File: config.mk
export PLATFORM = sky130hd
export DESIGN_NAME = pupil_locator
export DESIGN_NICKNAME = d
export VERILOG_FILES = /design/src/rtl/pupil_pkg.sv /design/src/rtl/pupil_divider.sv /design/src/rtl/pupil_locator.sv
export SDC_FILE = /design/constraint.sdc
export NUM_CORES = 1
export LEC_CHECK = 0
export CAP_MARGIN = 20
export CORE_MARGIN = 2
export CORE_UTILIZATION = 25
export CTS_CLUSTER_SIZE = 25
export DETAILED_ROUTE_END_ITERATION = 12
export PLACE_DENSITY_LB_ADDON = 0.12
export SLEW_MARGIN = 30
export SYNTH_ARGS = -nofsm -noshare
export SYNTH_HDL_FRONTEND = slang
export SYNTH_SLANG_ARGS = --single-unit
File: constraint.sdc
create_clock -name iCLK -period 7.9 [get_ports iCLK]
set_clock_uncertainty 0.15 [all_clocks]
set_input_delay 0.79 -clock iCLK [delete_from_list [all_inputs] [get_ports iCLK]]
set_output_delay 0.79 -clock iCLK [all_outputs]
set_load 0.01 [all_outputs]
File: src/rtl/pupil_pkg.sv
// ---------------------------------------------------------------------------
// pupil_pkg : shared widths, constants and FSM state encoding for pupil_locator
// Revision  : 1.0  initial release
// ---------------------------------------------------------------------------
`default_nettype none

package pupil_pkg;
  localparam int COORD_W = 11;
  localparam int ACC_W   = 32;
  localparam int CNT_W   = 20;
  localparam int PIX_W   = 10;
  localparam logic [PIX_W-1:0] WHITE = 10'h3FF;

  typedef enum logic [2:0] {
    IDLE  = 3'd0,
    ACCUM = 3'd1,
    DIV_X = 3'd2,
    DIV_Y = 3'd3,
    DONE  = 3'd4
  } state_t;
endpackage

`default_nettype wire

File: src/rtl/pupil_divider.sv
// ---------------------------------------------------------------------------
// pupil_divider : 32-bit unsigned restoring divider, one quotient bit per cycle
// Revision      : 1.0  initial release
// ---------------------------------------------------------------------------
`default_nettype none

module pupil_divider
  import pupil_pkg::*;
(
  input  logic             iCLK,
  input  logic             iRST,
  input  logic             iSTART,
  input  logic [ACC_W-1:0] iNUM,
  input  logic [ACC_W-1:0] iDEN,
  output logic [ACC_W-1:0] oQUO,
  output logic             oDONE
);
  localparam int STEP_W = $clog2(ACC_W);

  logic [ACC_W-1:0]  rem;
  logic [ACC_W-1:0]  den;
  logic [STEP_W-1:0] step;
  logic              run;
  logic [ACC_W:0]    shifted;
  logic              fits;

  // The quotient register doubles as the numerator shift register.
  assign shifted = {rem, oQUO[ACC_W-1]};
  assign fits    = shifted >= {1'b0, den};

  always_ff @(posedge iCLK or negedge iRST) begin
    if (!iRST) begin
      rem   <= '0;
      den   <= '0;
      oQUO  <= '0;
      step  <= '0;
      run   <= 1'b0;
      oDONE <= 1'b0;
    end else begin
      oDONE <= 1'b0;
      if (iSTART) begin
        rem  <= '0;
        oQUO <= iNUM;
        den  <= iDEN;
        step <= '0;
        run  <= 1'b1;
      end else if (run) begin
        rem  <= fits ? ACC_W'(shifted - {1'b0, den}) : shifted[ACC_W-1:0];
        oQUO <= {oQUO[ACC_W-2:0], fits};
        step <= step + 1'b1;
        if (step == STEP_W'(ACC_W - 1)) begin
          run   <= 1'b0;
          oDONE <= 1'b1;
        end
      end
    end
  end
endmodule

`default_nettype wire

File: src/rtl/pupil_locator.sv
// ---------------------------------------------------------------------------
// pupil_locator : binarizes gray video and computes the dark-pixel centroid
//                 per frame. Optional bounding box with PUPIL_BBOX_EN.
// Revision      : 1.0  initial release
// ---------------------------------------------------------------------------
`default_nettype none

module pupil_locator
  import pupil_pkg::*;
#(
  parameter int H_ACTIVE   = 640,
  parameter int V_ACTIVE   = 480,
  parameter int MIN_PIXELS = 64
) (
  input  logic               iCLK,
  input  logic               iRST,
  input  logic               iFVAL,
  input  logic               iDVAL,
  input  logic [PIX_W-1:0]   iGRAY,
  input  logic [PIX_W-1:0]   iTHRESH,
  output logic               oDVAL,
  output logic [PIX_W-1:0]   oBIN,
  output logic [COORD_W-1:0] oPUPIL_X,
  output logic [COORD_W-1:0] oPUPIL_Y,
  output logic [CNT_W-1:0]   oDARK_CNT,
  output logic               oPUPIL_VALID,
  output logic               oDONE,
  output logic               oBUSY
`ifdef PUPIL_BBOX_EN
  ,
  output logic [COORD_W-1:0] oBBOX_XMIN,
  output logic [COORD_W-1:0] oBBOX_XMAX,
  output logic [COORD_W-1:0] oBBOX_YMIN,
  output logic [COORD_W-1:0] oBBOX_YMAX
`endif
);
  localparam logic [COORD_W-1:0] X_LAST = COORD_W'(H_ACTIVE - 1);
  localparam logic [COORD_W-1:0] Y_LAST = COORD_W'(V_ACTIVE - 1);
  localparam logic [CNT_W-1:0]   CNT_MIN = CNT_W'(MIN_PIXELS);

  generate
    if (MIN_PIXELS < 1) begin : g_minPixelsCheck
      $error("MIN_PIXELS must be at least 1");
    end
  endgenerate

  state_t             state;
  logic               fvalQ, rise, fall, isDark, accEn, startX;
  logic [COORD_W-1:0] x, y, quoX;
  logic [ACC_W-1:0]   sumX, sumY;
  logic [CNT_W-1:0]   cnt, cntNext;
  logic               divStart, divDone, divQuoUnused;
  logic [ACC_W-1:0]   divNum, divDen, divQuo;
`ifdef PUPIL_BBOX_EN
  logic [COORD_W-1:0] xMin, xMax, yMin, yMax;
`endif

  assign rise    = iFVAL & ~fvalQ;
  assign fall    = ~iFVAL & fvalQ;
  assign isDark  = iGRAY < iTHRESH;
  assign accEn   = (state == ACCUM) && iDVAL && isDark;
  assign cntNext = (accEn && cnt != '1) ? cnt + 1'b1 : cnt;

  // Y division launches in the very cycle X finishes, keeping the chain at 66 cycles.
  assign divStart = startX | ((state == DIV_X) & divDone);
  assign divNum   = divDone ? sumY : sumX;
  assign divDen   = ACC_W'(cnt);
  assign divQuoUnused = &{1'b0, divQuo[ACC_W-1:COORD_W]};

  pupil_divider uDivider (
    .iCLK   (iCLK),
    .iRST   (iRST),
    .iSTART (divStart),
    .iNUM   (divNum),
    .iDEN   (divDen),
    .oQUO   (divQuo),
    .oDONE  (divDone)
  );

  always_ff @(posedge iCLK or negedge iRST) begin
    if (!iRST) begin
      fvalQ <= 1'b0;
      oDVAL <= 1'b0;
      oBIN  <= '0;
      x     <= '0;
      y     <= '0;
    end else begin
      fvalQ <= iFVAL;
      oDVAL <= iDVAL;
      oBIN  <= (iDVAL && isDark) ? WHITE : '0;
      if (rise) begin
        x <= '0;
        y <= '0;
      end else if (iDVAL) begin
        if (x == X_LAST) begin
          x <= '0;
          if (y != Y_LAST) y <= y + 1'b1;
        end else begin
          x <= x + 1'b1;
        end
      end
    end
  end

  always_ff @(posedge iCLK or negedge iRST) begin
    if (!iRST) begin
      state        <= IDLE;
      sumX         <= '0;
      sumY         <= '0;
      cnt          <= '0;
      quoX         <= '0;
      startX       <= 1'b0;
      oPUPIL_X     <= '0;
      oPUPIL_Y     <= '0;
      oDARK_CNT    <= '0;
      oPUPIL_VALID <= 1'b0;
      oDONE        <= 1'b0;
      oBUSY        <= 1'b0;
`ifdef PUPIL_BBOX_EN
      xMin <= '1;  xMax <= '0;  yMin <= '1;  yMax <= '0;
      oBBOX_XMIN <= '1;  oBBOX_XMAX <= '0;
      oBBOX_YMIN <= '1;  oBBOX_YMAX <= '0;
`endif
    end else begin
      startX <= 1'b0;
      oDONE  <= 1'b0;
      case (state)
        IDLE: if (rise) begin
          state <= ACCUM;
          sumX  <= '0;
          sumY  <= '0;
          cnt   <= '0;
`ifdef PUPIL_BBOX_EN
          xMin <= '1;  xMax <= '0;  yMin <= '1;  yMax <= '0;
`endif
        end
        ACCUM: begin
          if (accEn) begin
            sumX <= sumX + ACC_W'(x);
            sumY <= sumY + ACC_W'(y);
            cnt  <= cntNext;
`ifdef PUPIL_BBOX_EN
            if (x < xMin) xMin <= x;
            if (x > xMax) xMax <= x;
            if (y < yMin) yMin <= y;
            if (y > yMax) yMax <= y;
`endif
          end
          if (fall) begin
            oBUSY <= 1'b1;
            if (cntNext >= CNT_MIN) begin
              state  <= DIV_X;
              startX <= 1'b1;
            end else begin
              state <= DONE;
            end
          end
        end
        DIV_X: if (divDone) begin
          quoX  <= divQuo[COORD_W-1:0];
          state <= DIV_Y;
        end
        DIV_Y: if (divDone) state <= DONE;
        DONE: begin
          state     <= IDLE;
          oDONE     <= 1'b1;
          oBUSY     <= 1'b0;
          oDARK_CNT <= cnt;
          if (cnt >= CNT_MIN) begin
            oPUPIL_X     <= quoX;
            oPUPIL_Y     <= divQuo[COORD_W-1:0];
            oPUPIL_VALID <= 1'b1;
          end else begin
            oPUPIL_VALID <= 1'b0;
          end
`ifdef PUPIL_BBOX_EN
          oBBOX_XMIN <= xMin;  oBBOX_XMAX <= xMax;
          oBBOX_YMIN <= yMin;  oBBOX_YMAX <= yMax;
`endif
        end
        default: state <= IDLE;
      endcase
    end
  end
endmodule

`default_nettype wire

---- After elaboration in Yosys (flattened, before gate mapping) ----
Index checks and enable logic that the tools add are counted.
operators by class
  add/sub/neg operators ................... 7
  magnitude comparators ................... 4
  equality and inequality tests ........... 13
  mux-type cells .......................... 44
  bitwise operators ....................... 6
  reductions and logical operators ........ 17
operators by type and width
  kind                                                    count
  two-way mux 32 bit                                      9
  case mux 32 bit (2 select lines)                        2
  two-way mux 11 bit                                      7
  adder 32 x 11 -> 32 bit                                 2
  two-way mux 20 bit                                      3
  >= comparator 20 x 7 -> 1 bit, second input constant    2
  case mux 20 bit (2 select lines)                        1
  >= comparator 33 x 20 -> 1 bit                          1
  subtractor 32 x 20 -> 32 bit                            1
  adder 11 x 1 -> 11 bit, second input constant           2
  adder 20 x 1 -> 20 bit, second input constant           1
  inequality test 20 bit, second input constant           1
  two-way mux 3 bit                                       5
  two-way mux 1 bit                                       12
  case mux 3 bit (4 select lines)                         1
  nonzero test 2 bit                                      6
  equality test 11 x 10 -> 1 bit, second input constant   1
  inequality test 11 x 9 -> 1 bit, second input constant  1
  < comparator 10 bit                                     1
  two-way mux 10 bit                                      1
  two-way mux 5 bit                                       2
  equality test 3 x 2 -> 1 bit, second input constant     2
  inequality test 2 bit, second input constant            3
  AND reduction 2 bit                                     3
  13 further kinds                                        21
word-level totals
  register bits ........................... 269
  input bits .............................. 24
  output and inout bits ................... 56
  logic and storage cells ................. 114

---- Longest topological paths before layout ----
  depth in word-level cells ............... 9
  gate-level depth with buffers ........... 13

---- Cells and area by module ----
A second synthesis with hierarchy kept.
unflattened totals
  cells, all modules ...................... 1689
  area total of the unflattened synthesis .. 15768.9 um^2
modules (own cells, without submodules)
  module         instances  cells an instance  area each (um^2)  sequential area each (um^2)
  pupil_locator  1          983                9450.3            4229.1
  pupil_divider  1          706                6318.6            2577.5

---- Worst setup path before layout ----
No wires, ideal clock.
  kind .................................... input to register
  from .................................... input iTHRESH[1]
  to ...................................... register state[1]
  library setup time ...................... 0.121 ns
  data arrival time ....................... 2.866 ns
  path slack .............................. 4.762 ns
  stages on the path ...................... 11
  buffers on the path ..................... 1
  path through ............................ inv_1 -> ha_1 -> a21o_1 -> a2111oi_4 -> and2_4 -> buf_6 -> nand4b_4 -> a2111oi_2 -> o2111ai_1 -> nor2_1 -> o21ai_1
on the way
  cells in the longest elaborated chain, start to end .. 8
RTL lines
  item                             RTL line              text
  start: declaration               pupil_locator.sv:20   input logic [PIX_W-1:0] iTHRESH,
  < comparator 10 bit              pupil_locator.sv:60   assign isDark = iGRAY < iTHRESH;
  logical AND 1 bit                pupil_locator.sv:61   assign accEn = (state == ACCUM) && iDVAL && isDark;
  logical AND 1 bit                pupil_locator.sv:62   assign cntNext = (accEn && cnt != '1) ? cnt + 1'b1 : cnt;
  two-way mux 20 bit               pupil_locator.sv:62
  >= comparator 20 x 7 -> 1 bit    pupil_locator.sv:151  if (cntNext >= CNT_MIN) begin
  two-way mux 3 bit                pupil_locator.sv:151
  two-way mux 3 bit                pupil_locator.sv:149  if (fall) begin
  case mux 3 bit (4 select lines)  pupil_locator.sv:127  case (state)
  end signal: assignment           pupil_locator.sv:129  state <= ACCUM;
  end signal: assignment           pupil_locator.sv:152  state <= DIV_X;
  end signal: assignment           pupil_locator.sv:155  state <= DONE;
  end: declaration                 pupil_locator.sv:47   state_t state;
No other way between the ends. The select of a mux whose other input is x is not followed.
A chain may end at the register's enable or synchronous reset.

---- Worst setup path in the final report ----
  from .................................... input iTHRESH[5]
  to ...................................... register sumX[26]
on the way
  cells in the longest elaborated chain, start to end .. 4
RTL lines
  item                                    RTL line              text
  < comparator 10 bit                     pupil_locator.sv:60
  logical AND 1 bit                       pupil_locator.sv:61
  inequality test 2 bit (no source line)  --
  AND reduction 3 bit (no source line)    --
  end signal: assignment                  pupil_locator.sv:139  sumX <= sumX + ACC_W'(x);
  end: declaration                        pupil_locator.sv:50   logic [ACC_W-1:0] sumX, sumY;
No other way between the ends.

==> results.ini <==
[placement]
place_congestion=0.795
dp_slack_ns=3.40
dpl_cell_area_mm2=0.0161
placedCellCount=2271
port_buffers=79
dp_hpwl_um=27200

[floorplan]
rows=88
die_w_um=246
initial_core_util_pct=25.3
fp.dieH_um=246
pin_count=80
core_mm2=0.0577
die_area_mm2=0.0603

[timing]
fin_ws_ns=3.99
slew_viol_final=0
setup_viol=0
relSlewSlack_pct=40.6
finalSetupTns_ns=0
hold_viol=0
holdWs_ns=0.333
post-route-min-period_ns=3.91
fin_crit_sh_pct=49.5
max_freq_mhz=256
worstMarginPinSlew_ns=0.889
rsz0062_at_grt=false

[final_layout]
fillCellCount=6100
drive_gt1_share_pct=10.2
syn_to_final_growth_pct=18.4
final_area_mm2=0.0173
layout_commonest_cell=dfrtp_1
fin_util_pct=29.9
n_antenna_cell=0
fin_nets=1630
final_cells=2338
layout_common_cells=dfrtp_1, nor2_1, a21oi_1

[power]
power_density_mw_per_mm2=321
intPower_mw=3.46
p_leak_nw=7.59
power_switching_mw=2.09
p_sw_share_pct=37.6
p_seq_share_pct=36.5
power_mw=5.55
combPwrFrac_pct=35.6
power_frac_clock_pct=27.9
vdd_ir_drop_max_v=0.000129

[yosys]
syn_area_mm2=0.0146
yosysWarningCount=0
synthCells=1509
synth-seq-area-share_pct=44.6
ys_seq_elements=260
synth_nets=1593
synth_ff_type=dfrtp_1
synth_cell_types=79
async_flop_share_pct=100
synth-edff-count=0
synth.avg_cell_area_um2=9.67

[worst_setup_path]
critical_path_class=in2reg
crit_slowest_cell=nor3_1
crit_buf_inv=2
slowest_delay_ns=0.71
path_cells=clkdlybuf4s50_1, inv_1, ha_1, a21oi_1, o21ai_1, nand2b_1, a41oi_1, nor3_1, and3_1, nand4_1, xor2_1, nor2_1
startpoint_type=input port
r2r_setup_slack_ns=4.23
critPathTopFamily=simple AND/OR/NAND/NOR gates
crit_arrival_ns=4.16
end_kind=flop
cp_max_fo=10
critPathRequiredTime_ns=8.15

[clock_network]
cts_sinks=260
clk_latency_ns=0.54
cts_tree=yes
cts_resized=0
cts.path.max_buffers=3
numCtsBuffers=35
root_buffer=clkbuf_16
h-tree-depth=2
cts.clk_slew.worst_paths_ns=0.05

[routing]
drc=0
wl_per_cell_um=17.2
routed_wl_um=40200
vias=11010
drtIter0Drc=508
drt-vias-per-instance=4.71
firstDrtPassIters=4
ant_nets=0

[grt]
grt_max_degree=150
grt_pass1_vias=11234
grt_overflow=0
grt_pass1_wl_um=64600
grt_usage_pct=13.5
grt_antenna_before_repair=0

[run_status]
status=completed

[hold_path]
hold_class=reg2reg

[run]
drv_cap=0

==> layer usage <==
layer  vias to the layer above  GRT usage (%)  part of all wire [%]
met2                       147           22.0                    46
met3                        52           2.04                   3.1
met1                      5398           18.5                    48
met5                         -              0                     0
met4                         0           4.31                   2.1
li1                       5413              -                     -
==> final timing paths <==
check                           start  depth (start not counted)            end
min in group asynchronous        iRST                          2  oDARK_CNT[16]
max                        iTHRESH[5]                         12       sumX[26]
max in group asynchronous        iRST                          4       sumY[30]
min                           quoX[6]                          1    oPUPIL_X[6]
min reg2reg                   quoX[6]                          1    oPUPIL_X[6]
max reg2reg                  state[0]                          8       state[1]
==> sequential cells by signal, indices dropped and copies added, names as in the netlist, 3 cells and up <==
name,cells
oPUPIL_Y,11
sumX,32
oPUPIL_X,11
quoX,11
uDivider.rem,32
sumY,32
uDivider.step,5
y,11
cnt,20
x,11
uDivider.oQUO,32
oDARK_CNT,20
uDivider.den,20
state,3
==> power groups by stage <==
stage / Clock (mW) / Combinational [mW] / Sequential, mW
after global placement: 0 / 1.98 / 2.05
after global routing: 1.67 / 2.24 / 2.07
after detailed placement: 0 / 1.99 / 2.05
after CTS: 1.62 / 2.00 / 2.03
after floorplan: 0 / 1.55 / 1.88
final: 1.55 / 1.98 / 2.02
==> synthesized netlist by cell type (all sizes together), types with 4 or more instances <==
cell	n	share of area, %
buf	29	1.3
o21a	9	0.46
a21o	14	0.72
nand2	113	3.0
a2111oi	7	0.90
or4	4	0.21
nand2b	14	0.60
o31ai	6	0.41
and4	7	0.42
a31oi	16	0.69
a22o	6	0.36
xor2	71	4.3
nor3b	4	0.24
inv	50	1.3
nor4	7	0.40
clkbuf	65	1.7
or3	6	0.29
and2	6	0.28
and3	25	1.1
ha	57	4.9
o211ai	5	0.26
nor2	138	3.7
or2	4	0.17
nand4	26	1.1
o41ai	4	0.24
o31a	5	0.32
a21oi	117	4.0
a211oi	45	2.4
nor3	21	0.86
xnor2	37	2.2
o21ai	120	4.1
mux2	55	4.2
mux2i	41	2.8
nor2b	43	1.8
dfrtp	260	45
nand3	42	1.4
==> area by class of cell <==
type / count / area (um2) / area share, %
well taps: 765 / 957 / 5.54
clock inverters: 8 / 57.6 / 0.333
inverters: 50 / 188 / 1.09
repair buffers: 94 / 963 / 5.58
clock buffers: 56 / 1080 / 6.23
multi-input cells: 1105 / 7510 / 43.5
flip-flops and latches: 260 / 6510 / 37.7
==> repair_timing <==
item	in CTS	in global routing
hold endpoints to repair	0	34
hold buffers	0	1
buffers inserted	0	0
==> cell families after synthesis <==
kind of cell               count (synthesis)  synth area share (%)
xor gates and xnor gates                 108                  6.48
buffers and inverters                    144                  4.26
AOI/OAI and AO/OA                        371                  16.0
muxes                                     96                  7.06
adders and majority gates                 60                  5.30
DFF                                      260                  44.6
and+or+nand+nor                          470                  16.3
Note: power is estimated with default switching activity, not from simulation.
